===== config.mk =====
export PLATFORM = sky130hd
export DESIGN_NAME = hazard_ctrl
export DESIGN_NICKNAME = d
export VERILOG_FILES = /design/src/rtl/hazard_ctrl.sv
export SDC_FILE = /design/constraint.sdc
export NUM_CORES = 1
export LEC_CHECK = 0
export BUFFER_PORTS_ARGS = -buffer_cell sky130_fd_sc_hd__buf_2
export CAP_MARGIN = 30
export CORE_UTILIZATION = 51
export DETAILED_ROUTE_END_ITERATION = 16
export PLACE_DENSITY = 0.89
export SLEW_MARGIN = 15
export SYNTH_ARGS = -nofsm -noshare
export SYNTH_HDL_FRONTEND = slang
export SYNTH_SLANG_ARGS = --single-unit

===== constraint.sdc =====
create_clock -name CLK -period 2.7 [get_ports CLK]
set_clock_uncertainty 0.2 [all_clocks]
set_input_delay 0.27 -clock CLK [delete_from_list [all_inputs] [get_ports CLK]]
set_output_delay 0.27 -clock CLK [all_outputs]
set_load 0.02 [all_outputs]

===== src/rtl/hazard_ctrl.sv =====
// Pipeline sequencing controller: resolves load-use stalls, taken branches,
// data-memory back-pressure and halt/resume, driving PC / IF/ID / ID/EX controls.
module hazard_ctrl #(
  parameter int LOAD_LAT     = 1,
  parameter int DRAIN_CYCLES = 3,
  parameter int REG_AW       = 4
) (
  input  logic              CLK,
  input  logic              Reset,
  input  logic              EX_MemRead,
  input  logic [REG_AW-1:0] EX_Rd,
  input  logic [REG_AW-1:0] ID_Rs1,
  input  logic [REG_AW-1:0] ID_Rs2,
  input  logic              ID_UsesRs1,
  input  logic              ID_UsesRs2,
  input  logic              BranchTaken,
  input  logic              MemBusy,
  input  logic              HaltReq,
  input  logic              Resume,
  output logic              PCWrite,
  output logic              IFIDWrite,
  output logic              IFIDFlush,
  output logic              IDEXWrite,
  output logic              IDEXBubble,
  output logic              Halted,
  output logic [15:0]       StallCount,
  output logic [1:0]        o_dbg_state
);

  localparam logic [1:0] RUN   = 2'd0;
  localparam logic [1:0] STALL = 2'd1;
  localparam logic [1:0] DRAIN = 2'd2;
  localparam logic [1:0] HALT  = 2'd3;

  localparam logic [2:0] LOAD_RELOAD  = 3'(LOAD_LAT - 1);
  localparam logic [2:0] DRAIN_RELOAD = 3'(DRAIN_CYCLES);

  logic [1:0]  r_state;
  logic [2:0]  r_cnt;
  logic [15:0] r_stall_cnt;

  logic [1:0]  w_state_nx;
  logic [2:0]  w_cnt_nx;
  logic        w_lu;
  logic        w_pcw, w_ifidw, w_ifidf, w_idexw, w_idexb, w_halted;

  assign w_lu = EX_MemRead && (EX_Rd != '0) &&
                ((ID_UsesRs1 && (ID_Rs1 == EX_Rd)) ||
                 (ID_UsesRs2 && (ID_Rs2 == EX_Rd)));

  always_comb begin
    w_pcw      = 1'b1;
    w_ifidw    = 1'b1;
    w_ifidf    = 1'b0;
    w_idexw    = 1'b1;
    w_idexb    = 1'b0;
    w_halted   = 1'b0;
    w_state_nx = r_state;
    w_cnt_nx   = r_cnt;
    case (r_state)
      RUN: begin
        if (MemBusy) begin
          w_pcw   = 1'b0;
          w_ifidw = 1'b0;
          w_idexw = 1'b0;
        end else if (BranchTaken) begin
          w_ifidf = 1'b1;
          w_idexb = 1'b1;
        end else if (w_lu) begin
          w_pcw   = 1'b0;
          w_ifidw = 1'b0;
          w_idexb = 1'b1;
          if (LOAD_LAT > 1) begin
            w_state_nx = STALL;
            w_cnt_nx   = LOAD_RELOAD;
          end
        end else if (HaltReq) begin
          w_state_nx = DRAIN;
          w_cnt_nx   = DRAIN_RELOAD;
        end
      end
      STALL: begin
        w_pcw   = 1'b0;
        w_ifidw = 1'b0;
        if (MemBusy) begin
          w_idexw = 1'b0;
        end else begin
          w_idexb = 1'b1;
          if (r_cnt == 3'd1) begin
            w_state_nx = RUN;
            w_cnt_nx   = 3'd0;
          end else begin
            w_cnt_nx = r_cnt - 3'd1;
          end
        end
      end
      DRAIN: begin
        w_pcw = 1'b0;
        if (MemBusy) begin
          w_ifidw = 1'b0;
          w_idexw = 1'b0;
        end else begin
          // PC stays frozen even on a branch; only the ID/EX slot is squashed.
          w_ifidf = 1'b1;
          w_idexb = BranchTaken;
          if (r_cnt == 3'd1) begin
            w_state_nx = HALT;
            w_cnt_nx   = 3'd0;
          end else begin
            w_cnt_nx = r_cnt - 3'd1;
          end
        end
      end
      default: begin
        w_pcw    = 1'b0;
        w_ifidw  = 1'b0;
        w_idexw  = 1'b0;
        w_halted = 1'b1;
        if (Resume) w_state_nx = RUN;
      end
    endcase
  end

  // Outputs are forced low for as long as reset is held, not just at the edge.
  assign PCWrite     = Reset & w_pcw;
  assign IFIDWrite   = Reset & w_ifidw;
  assign IFIDFlush   = Reset & w_ifidf;
  assign IDEXWrite   = Reset & w_idexw;
  assign IDEXBubble  = Reset & w_idexb;
  assign Halted      = Reset & w_halted;
  assign StallCount  = r_stall_cnt;
  assign o_dbg_state = r_state;

  always_ff @(posedge CLK or negedge Reset) begin
    if (!Reset) begin
      r_state     <= RUN;
      r_cnt       <= 3'd0;
      r_stall_cnt <= 16'd0;
    end else begin
      r_state <= w_state_nx;
      r_cnt   <= w_cnt_nx;
      if ((r_state != HALT) && !w_pcw && (r_stall_cnt != 16'hFFFF))
        r_stall_cnt <= r_stall_cnt + 16'd1;
    end
  end

endmodule


==> results of run 1 <==
[cell type report]
cell class / instances / area (µm²) / share of cell area (%)
Clock inverter: 1 / 5.005 / 0.2829
Sequential cell: 21 / 525.5 / 29.70
Inverter: 8 / 30.03 / 1.697
Clock buffer: 3 / 22.52 / 1.273
Multi-Input combinational cell: 113 / 894.6 / 50.57
Timing Repair Buffer: 48 / 252.7 / 14.29
Tap cell: 31 / 38.79 / 2.192
[per-layer routing]
| layer | vias up | routed length (µm) |
|---|---|---|
| met5 | - | 0 |
| met4 | 0 | 54 |
| met3 | 6 | 124 |
| met2 | 34 | 1612 |
| met1 | 615 | 1373 |
| li1 | 609 | - |
[worst paths after layout]
kind | to | slack, ns | cells past startpoint | from
min in group CLK | r_cnt[2] | 0.17 | 3 | HaltReq
worst max-delay path | IFIDWrite | 0.24 | 7 | o_dbg_state[1]
max in group asynchronous | StallCount[7] | 1.73 | 3 | Reset
worst min register to register | r_cnt[1] | 0.31 | 1 | r_cnt[1]
worst min-delay path | o_dbg_state[1] | 0.11 | 2 | Reset
worst max register to register | StallCount[1] | 0.26 | 6 | o_dbg_state[0]
[sequential cells by signal, summed over array words and instances, names as in the netlist]
name	cells
StallCount	16
o_dbg_state	2
r_cnt	3
[placed cells by master (no fill, tap or decap), drive strengths merged, types with 3 or more instances in the layout]
cell    count
nor2b       5
nand2       9
xor2        9
mux2        7
nor3        3
nor2        8
dfrtp      21
nand4       6
nand3      10
xnor2      11
ha          8
a21oi       7
inv         8
clkbuf      3
and3        4
buf        47
[power by group]
| part | internal (mW) | switching, mW | leakage [nW] | total (mW) |
|---|---|---|---|---|
| sequential | 0.406 | 0.110 | 0.256 | 0.516 |
| combinational | 0.321 | 0.447 | 0.541 | 0.768 |
| clock | 0.0552 | 0.0945 | 0.0177 | 0.150 |
| total | 0.782 | 0.652 | 0.815 | 1.43 |
[logic make-up after synthesis]
family / after synthesis / share of synthesized area (%)
AO/OA/AOI/OAI: 23 / 13.89
flip-flops: 21 / 36.02
adder cells (fa/ha/maj): 8 / 6.861
multiplexers: 7 / 5.403
AND/OR/NAND/NOR: 55 / 22.64
XOR/XNOR: 20 / 12.01
buffers and inverters: 10 / 3.173
[what timing repair did]
action,CTS,global route
hold buffers,1,0
endpoints found under the setup margin,0,3
endpoints found under the hold margin,21,0
resized for setup,0,2
[stage by stage]
stage	utilization (%)	power, mW	std cells
floorplan	-	1.073	144
global placement	63.07	1.243	220
detailed placement	63.07	1.280	220
CTS	64.44	1.431	225
global route	64.71	1.554	225
finish	64.71	1.434	225
==> metrics.md, run 1 <==
| Metric | Value |
|---|---|
| Status | `finished, final reports clean` |
| Post-layout min period | `2.461 ns` |
| Initial antenna violation count | `0` |
| I/O Buffers | `44` |
| GR Util All Layers | `21.88%` |
| Leak pwr | `0.8146 nW` |
| CP max stage delay | `0.46 ns` |
| Clk sinks | `21` |
| Largest area contributor in the netlist | `dfrtp_1` |
| Ys flop type | `dfrtp_1` |
| Area grow syn2layout | `21.27%` |
| Met3 GRT Util | `3.513%` |
| CP delay by family, top | `buffers and inverters` |
| Final worst-path setup slack | `0.2386 ns` |
| Initial core utilization | `53.36%` |
| Die extent in y | `55.49 µm` |
| ANT cells | `0` |
| Num CTS Buffers | `3` |
| CP cell instances | `inv_1, ha_1, nor2b_4, buf_4, a21oi_1, nor2b_1, buf_2` |
| Via density | `5.618` |
| Startpoint Class | `register` |
| Setup Fix Bufs, Post-CTS | `0` |
| Die area | `3079 µm²` |
| Dpl cell area | `1724 µm²` |
| Total gr overflow | `0` |
| Avg WL per Cell | `14.07 µm` |
| Slew @ Worst Pin | `0.4364 ns` |
| CTS clk-pin slew, worst paths | `0.11 ns` |
| Slowest stage cell, crit path | `dfrtp_1` |
| EDFF count, synth | `0` |
| First-pass iteration count of the detailed router | `4` |
| GPL Wtd Cong | `0.8959` |
| Kind of critical path | `reg2out` |
| Synth cell types | `42` |
| Post-synth top cells | `dfrtp_1, xnor2_1, nand2_1, nand3_1, xor2_1` |
| Power Dens Cells | `810.4 nW/µm²` |
| Skew-Pair Late Insertion Delay | `0.30 ns` |
| Gr busiest metal | `met2` |
| Critical path required time | `2.23 ns` |
| Synth warn | `0` |
| Worst Path Buf+Inv | `3` |
| First-pass GRT wire length | `5430 µm` |
| Worst rel slew slack | `70.69%` |
| CP Data Arrival Time | `1.99 ns` |
| GR Layer Usage met1 | `28.94%` |
| Final setup violation count | `0` |
| Final period utilization | `91.16%` |
| Net Count, Synth | `173` |
| Layout cell share with drive strength beyond 1 | `32.99%` |
| Vias in the first global route | `1207` |
| Syn Inst Count | `144` |
| Main area contributors after synthesis | `dfrtp_1, ha_1, xnor2_1, xor2_1, mux2_1` |
| RSZ-0062 raised after global routing | `false` |
| Finished layout cell area | `1769 µm²` |
| Setup TNS | `0 ns` |
| Async SR Flop Fraction | `100.0%` |
| CTS tree | `yes` |
| Final nets | `224` |
| Yosys reg bits | `21` |
| Top-area cell type share of the netlist area | `36.02%` |
| Mapped Area | `1459 µm²` |
| Crit end category | `output pin` |
| Max Cap Violations | `0` |
| Fill count | `229` |
| Hpwl dp | `2470 µm` |
| HP Class | `in2async` |
| Hold_ws | `0.1146 ns` |
| Remaining antenna violation count | `0` |
| Via count | `1264` |
| Num rows | `19` |
| CTS root buf | `clkbuf_4` |
| Core area | `2734 µm²` |
| CTS H-tree depth | `1` |
| I/O Pins | `45` |
| Maximum clock insertion buffer count | `2` |
| Global routing met2 resource utilization | `35.97%` |
| Avg Cell Area, Syn | `10.13 µm²` |
| Pre-CTS setup slack | `0.2174 ns` |
| Post-synthesis sequential area ratio | `36.02%` |
| Chip width | `55.49 µm` |
| DRC violations left | `0` |
| Achievable frequency | `406.3 MHz` |
| Fin. max-slew vios | `0` |
| Critical-path maximum fanout | `8` |
| Largest net degree at the start of global routing | `20` |
| Peak supply drop | `0.6300 mV` |
| Detailed Route Iter0 Violations | `37` |
| DRT Wirelength | `3165 µm` |
| Final Hold Fails | `0` |
| Count leader, synth | `dfrtp_1` |
Power figures use the tool's default switching activity.
==> run 2: changes to the inputs <==
--- a/config.mk
+++ b/config.mk
@@ -10,6 +10,7 @@
 export CORE_UTILIZATION = 51
 export DETAILED_ROUTE_END_ITERATION = 16
 export PLACE_DENSITY = 0.89
+export RECOVER_POWER = 100
 export SLEW_MARGIN = 15
 export SYNTH_ARGS = -nofsm -noshare
 export SYNTH_HDL_FRONTEND = slang
==> run 2 against run 1 <==
  * Critical path depth is the same
  * Worst hold slack gained 0.053 ns
  * Fmax shrank 1.4%
  * Die area is the same
  * Cell count is the same
  * Combinational power shrank 4.9%
  * Non-clock buffer count is the same
  * Critical path type unchanged
  * Largest cell class unchanged
  * Highest routed layer unchanged
==> metrics.md, run 2 (synthesized netlist as in run 1, its figures left out) <==
| Metric | Value |
|---|---|
| Status | `finished, final reports clean` |
| Final period utilization | `92.45% (+1.3 points)` |
| I/O Pins | `45 (unchanged)` |
| Power Dens Cells | `819.5 nW/µm² (+1.1%)` |
| RSZ-0062 raised after global routing | `false` |
| CP Data Arrival Time | `2.03 ns (+0.04 ns)` |
| Comb power frac | `52.3% (-1.3 points)` |
| Top Layer Used | `met4` |
| Achievable frequency | `400.6 MHz (-1.4%)` |
| GPL Wtd Cong | `0.8959 (unchanged)` |
| Num rows | `19 (unchanged)` |
| Num CTS Buffers | `3 (unchanged)` |
| Maximum clock insertion buffer count | `2 (unchanged)` |
| Die extent in y | `55.49 µm (unchanged)` |
| Pre-CTS setup slack | `0.2174 ns (unchanged)` |
| Startpoint Class | `register` |
| CTS root buf | `clkbuf_4` |
| Fill count | `248 (+8.3%)` |
| Layout cell share with drive strength beyond 1 | `18.04% (-15 points)` |
| Kind of critical path | `reg2out` |
| Clock power frac | `10.7% (+0.3 points)` |
| CTS H-tree depth | `1 (unchanged)` |
| Via density | `5.644 (+0.47%)` |
| Chip width | `55.49 µm (unchanged)` |
| Die area | `3079 µm² (unchanged)` |
| Critical path required time | `2.23 ns (about the same)` |
| Final setup violation count | `0 (unchanged)` |
| Initial antenna violation count | `0 (unchanged)` |
| Total gr overflow | `0 (unchanged)` |
| Vias in the first global route | `1207 (unchanged)` |
| Final Hold Fails | `0 (unchanged)` |
| Storage cell area | `525.5 µm² (unchanged)` |
| Critical-path maximum fanout | `8 (unchanged)` |
| Peak supply drop | `0.6093 mV (-3.3%)` |
| Remaining antenna violation count | `0 (unchanged)` |
| Setup Fix Bufs, Post-CTS | `0 (unchanged)` |
| Avg WL per Cell | `14.10 µm (+0.22%)` |
| Slew @ Worst Pin | `0.9898 ns (+0.5534 ns)` |
| Via count | `1270 (+0.47%)` |
| First-pass iteration count of the detailed router | `4 (unchanged)` |
| Core area | `2734 µm² (unchanged)` |
| HP Class | `in2async` |
| DRT Wirelength | `3172 µm (+0.22%)` |
| Post-layout min period | `2.496 ns (+0.03463 ns)` |
| Final worst-path setup slack | `0.2039 ns (-0.03463 ns)` |
| Leak pwr | `0.7237 nW (-11%)` |
| Met1 WL | `1359 µm (-1.0%)` |
| DRC violations left | `0 (unchanged)` |
| First-pass GRT wire length | `5430 µm (unchanged)` |
| Final nets | `224 (unchanged)` |
| Max reg flops | `16 (unchanged)` |
| Fin. max-slew vios | `0 (unchanged)` |
| Internal power | `756.0 µW (-3.3%)` |
| Hpwl dp | `2470 µm (unchanged)` |
| Initial core utilization | `53.36% (unchanged)` |
| CTS clk-pin slew, worst paths | `0.11 ns (about the same)` |
| Most common cell after layout, fill and taps aside | `clkbuf_1` |
| Detailed Route Iter0 Violations | `36 (-2.7%)` |
| ANT cells | `0 (unchanged)` |
| Reg power frac | `37.0% (+1.0 points)` |
| Most frequent cells in the layout | `clkbuf_1, dfrtp_1, buf_2` |
| Max Cap Violations | `0 (unchanged)` |
| Area grow syn2layout | `16.90%` |
| Sw frac | `45.91% (+0.46 points)` |
| Crit end category | `output pin` |
| Skew-Pair Late Insertion Delay | `0.30 ns (about the same)` |
| Largest net degree at the start of global routing | `20 (unchanged)` |
| GR Util All Layers | `21.88% (unchanged)` |
| Footprint of the multi-input gates | `865.8 µm² (-3.2%)` |
| Clk sinks | `21 (unchanged)` |
| Setup TNS | `0 ns (unchanged)` |
| Routed length on met2 | `1631 µm (+1.2%)` |
| I/O Buffers | `44 (unchanged)` |
| DR WL met3 | `127 µm (+2.4%)` |
| Worst rel slew slack | `34.01% (-37 points)` |
| CTS tree | `yes` |
| Switching power | `641.6 µW (-1.5%)` |
==> run 2: changes by cell type in the layout (fill, tap and decap cells not counted), sizes merged <==
cell	delta
clkbuf	+26
buf	-26
==> run 2: through the flow <==
| step | hold WS (ns) | util (%) | instances | instance area [µm²] | power [mW] |
|---|---|---|---|---|---|
| after detailed placement | -0.1015 | 63.07 | 220 | 1724 | 1.280 |
| after global placement | -0.1024 | 63.07 | 220 | 1724 | 1.243 |
| after CTS | 0.1057 | 64.44 | 225 | 1762 | 1.431 |
| after floorplan | -0.2256 | - | 144 | 1459 | 1.073 |
| after global routing | 0.1670 | 62.38 | 225 | 1705 | 1.519 |
| final | 0.1675 | 62.38 | 225 | 1705 | 1.398 |
==> run 2: timing repair <==
item,in CTS,in global routing
hold buffers,1,0
resized for setup,0,2
hold endpoints to repair,21,0
setup endpoints to repair,0,3
==> run 2: cell type report <==
type                    count  share of cell area [%]
multi-input cells         113                   50.77
inverters                   8                   1.761
repair buffers             48                   12.77
clock buffers               3                   1.321
clock inverters             1                  0.2935
well taps                  31                   2.274
flip-flops and latches     21                   30.81
==> run 2: path summary, 6_finish.rpt <==
kind                                start              to  slack [ns]  cells past startpoint
max                        o_dbg_state[0]       IFIDWrite        0.20                      7
min                                 Reset  o_dbg_state[1]        0.17                      2
max reg2reg                o_dbg_state[0]   StallCount[1]        0.26                      6
min reg2reg                      r_cnt[1]        r_cnt[1]        0.31                      1
max in group asynchronous           Reset   StallCount[7]        0.93                      3
min in group CLK                  HaltReq        r_cnt[2]        0.17                      3
==> run 2: worst max-delay path, stage by stage (launching register included) <==
cell,delay [ns]
dfrtp_1,0.46
inv_1,0.11
ha_1,0.31
nor2b_4,0.26
buf_4,0.17
a21oi_1,0.07
nor2b_1,0.12
clkbuf_1,0.24
==> run 2: power groups by stage <==
stage / Sequential [mW] / Clock [mW] / Combinational [mW]
5_1_grt: 0.538 / 0.166 / 0.815
3_5_place_dp: 0.520 / 0 / 0.760
6_report: 0.517 / 0.150 / 0.730
2_1_floorplan: 0.584 / 0 / 0.489
4_1_cts: 0.515 / 0.153 / 0.763
3_3_place_gp: 0.514 / 0 / 0.729
==> run 2: routing by layer <==
metal | vias to the layer above | global-route usage (%)
li1 | 613 | -
met1 | 615 | 28.94
met2 | 36 | 35.97
met3 | 6 | 3.513
met4 | 0 | 8.571
met5 | - | 0
==> run 3: changes to the inputs <==
--- a/config.mk
+++ b/config.mk
@@ -7,9 +7,11 @@
 export LEC_CHECK = 0
 export BUFFER_PORTS_ARGS = -buffer_cell sky130_fd_sc_hd__buf_2
 export CAP_MARGIN = 30
-export CORE_UTILIZATION = 51
+export CELL_PAD_IN_SITES_DETAIL_PLACEMENT = 0
+export CELL_PAD_IN_SITES_GLOBAL_PLACEMENT = 1
+export CORE_UTILIZATION = 38
 export DETAILED_ROUTE_END_ITERATION = 16
-export PLACE_DENSITY = 0.89
+export PLACE_DENSITY = 0.88
 export RECOVER_POWER = 100
 export SLEW_MARGIN = 15
 export SYNTH_ARGS = -nofsm -noshare
==> run 3 against run 2 <==
  * Via count is 1.7% lower
  * Worst setup slack got worse by 0.0014 ns
  * Highest routed layer unchanged
  * Largest power group unchanged
  * Combinational power decreased by 2%
==> metrics.md, run 3 (synthesized netlist as in run 1, its figures left out) <==
| Metric | Value |
|---|---|
| Hpwl dp | `2418 µm (-2.1%)` |
| Achievable frequency | `400.4 MHz (about the same)` |
| Largest net degree at the start of global routing | `16 (-20%)` |
| CTS H-tree depth | `1 (unchanged)` |
| Fin util | `47.61% (-15 points)` |
| Final worst-path setup slack | `0.2026 ns (-0.001367 ns)` |
| First-pass iteration count of the detailed router | `4 (unchanged)` |
| DRC violations left | `0 (unchanged)` |
| Avg WL per Cell | `12.81 µm (-9.1%)` |
| Startpoint Class | `register` |
| RR Startpoint | `o_dbg_state[0]` |
| Skew-Pair Late Insertion Delay | `0.25 ns (-0.05 ns)` |
| Power Dens Cells | `821.2 nW/µm² (+0.21%)` |
| R2R cell count | `6 (unchanged)` |
| Critical path required time | `2.64 ns (+0.41 ns)` |
| Status | `finished, final reports clean` |
| Max reg flops | `16 (unchanged)` |
| Die extent in y | `63.96 µm (+15%)` |
| Vias in the first global route | `1176 (-2.6%)` |
| Hold_ws | `0.2080 ns (+0.04047 ns)` |
| CTS root buf | `clkbuf_8` |
| First-pass GRT wire length | `5319 µm (-2.0%)` |
| RSZ-0062 raised after global routing | `false` |
| Final Hold Fails | `0 (unchanged)` |
| Leak pwr | `0.7355 nW (+1.6%)` |
| Fin. max-slew vios | `0 (unchanged)` |
| Total power | `1.431 mW (+2.4%)` |
| Total gr overflow | `0 (unchanged)` |
| Setup TNS | `0 ns (unchanged)` |
| Max Cap Violations | `0 (unchanged)` |
| Final nets | `224 (unchanged)` |
| Chip width | `63.96 µm (+15%)` |
| Initial core utilization | `39.85% (-14 points)` |
| Initial antenna violation count | `0 (unchanged)` |
| Core area | `3661 µm² (+34%)` |
| Finished layout cell area | `1743 µm² (+2.2%)` |
| Num CTS Buffers | `3 (unchanged)` |
| GPL Wtd Cong | `0.7843 (-12%)` |
| Reg-to-reg endpoint | `StallCount[1]` |
| Final period utilization | `92.50% (about the same)` |
| GR Util All Layers | `16.43% (-5.5 points)` |
| CTS tree | `yes` |
| Worst rel slew slack | `49.81% (+16 points)` |
| Setup Fix Bufs, Post-CTS | `0 (unchanged)` |
| Layout cell share with drive strength beyond 1 | `19.07% (+1.0 points)` |
| Peak supply drop | `0.5583 mV (-8.4%)` |
| CTS clk-pin slew, worst paths | `0.07 ns (-0.04 ns)` |
| Most frequent cells in the layout | `clkbuf_1, dfrtp_1, buf_2` |
| CP Launch Point | `o_dbg_state[0]` |
| HP Class | `in2reg` |
| Remaining antenna violation count | `0 (unchanged)` |
| Final setup violation count | `0 (unchanged)` |
| Post-Layout Cell Count | `242 (+7.6%)` |
| Critical Path End | `StallCount[1]` |
| Num rows | `22 (+3)` |
| Die area | `4091 µm² (+33%)` |
| Via density | `5.157 (-8.6%)` |
| Kind of critical path | `reg2reg` |
| Crit end category | `register` |
| Slew @ Worst Pin | `0.7528 ns (-0.2370 ns)` |
| Post-layout min period | `2.497 ns (+0.001367 ns)` |
| Most common cell after layout, fill and taps aside | `clkbuf_1` |
| Via count | `1248 (-1.7%)` |
| Clk sinks | `21 (unchanged)` |
| DRT Wirelength | `3100 µm (-2.3%)` |
| R2r setup slk | `0.20 ns (-0.06 ns)` |
| Pre-CTS setup slack | `0.2070 ns (-0.01040 ns)` |
| Dpl cells | `237 (+7.7%)` |
| Dpl cell area | `1745 µm² (+1.2%)` |
| I/O Pins | `45 (unchanged)` |
| Fill count | `364 (+47%)` |
| I/O Buffers | `44 (unchanged)` |
| Critical-path maximum fanout | `11 (+3)` |
| CP Data Arrival Time | `2.44 ns (+0.41 ns)` |
| ANT cells | `0 (unchanged)` |
| Detailed Route Iter0 Violations | `23 (-36%)` |
| Area grow syn2layout | `19.47%` |
| Maximum clock insertion buffer count | `2 (unchanged)` |
## run 3: changes by cell type in the layout (fill, tap and decap cells not counted), sizes merged
cell | previous run | this run
buf | 21 | 22
clkinv | 1 | 0
## run 3: critical path, stage by stage (launching register included)
cell      delay [ns]
dfrtp_1         0.44
inv_1           0.09
ha_1            0.29
nor2b_2         0.22
a221oi_1        0.31
o31a_1          0.47
mux2_1          0.36
## run 3: how the worst min path moves through the flow
| stage | startpoint | end | slack, ns | cells after the start |
|---|---|---|---|---|
| 2_1_floorplan | Reset | StallCount[0] | -0.23 | 0 |
| 3_3_place_gp | Reset | o_dbg_state[1] | -0.02 | 1 |
| 3_5_place_dp | Reset | r_cnt[2] | -0.02 | 1 |
| 4_1_cts | HaltReq | r_cnt[2] | 0.21 | 3 |
| 5_1_grt | HaltReq | r_cnt[2] | 0.21 | 3 |
| 6_report | HaltReq | r_cnt[2] | 0.21 | 3 |
## run 3: per-layer routing
layer  part of all wire (%)  routed length (µm)  up-vias  global-route usage, %
li1                       -                   -      618                      -
met4                   0.45                  14        0                  3.693
met2                     48                1488       36                  28.59
met5                      0                   0        -                      0
met1                     46                1419      592                  20.78
met3                    5.7                 178        2                  3.214
## run 3: what timing repair did
| action | 4_1_cts | 5_1_grt |
|---|---|---|
| hold buffers | 1 | 0 |
| endpoints found under the hold margin | 10 | 0 |
| resized for setup | 0 | 1 |
| setup endpoints to repair | 0 | 3 |
## run 3: power breakdown
group          switching, mW  total [mW]  internal [mW]
clock network         0.0969       0.202          0.105
registers              0.111       0.517          0.407
logic                  0.419       0.712          0.293
total                  0.627        1.43          0.804
## run 3: layout make-up
type / instances / area (µm²) / area share (%)
Clock buffer: 4 / 45.04 / 2.584
Inverter: 8 / 30.03 / 1.723
Timing Repair Buffer: 48 / 221.5 / 12.71
Tap cell: 48 / 60.06 / 3.446
Sequential cell: 21 / 525.5 / 30.15
Multi-Input combinational cell: 113 / 860.8 / 49.39
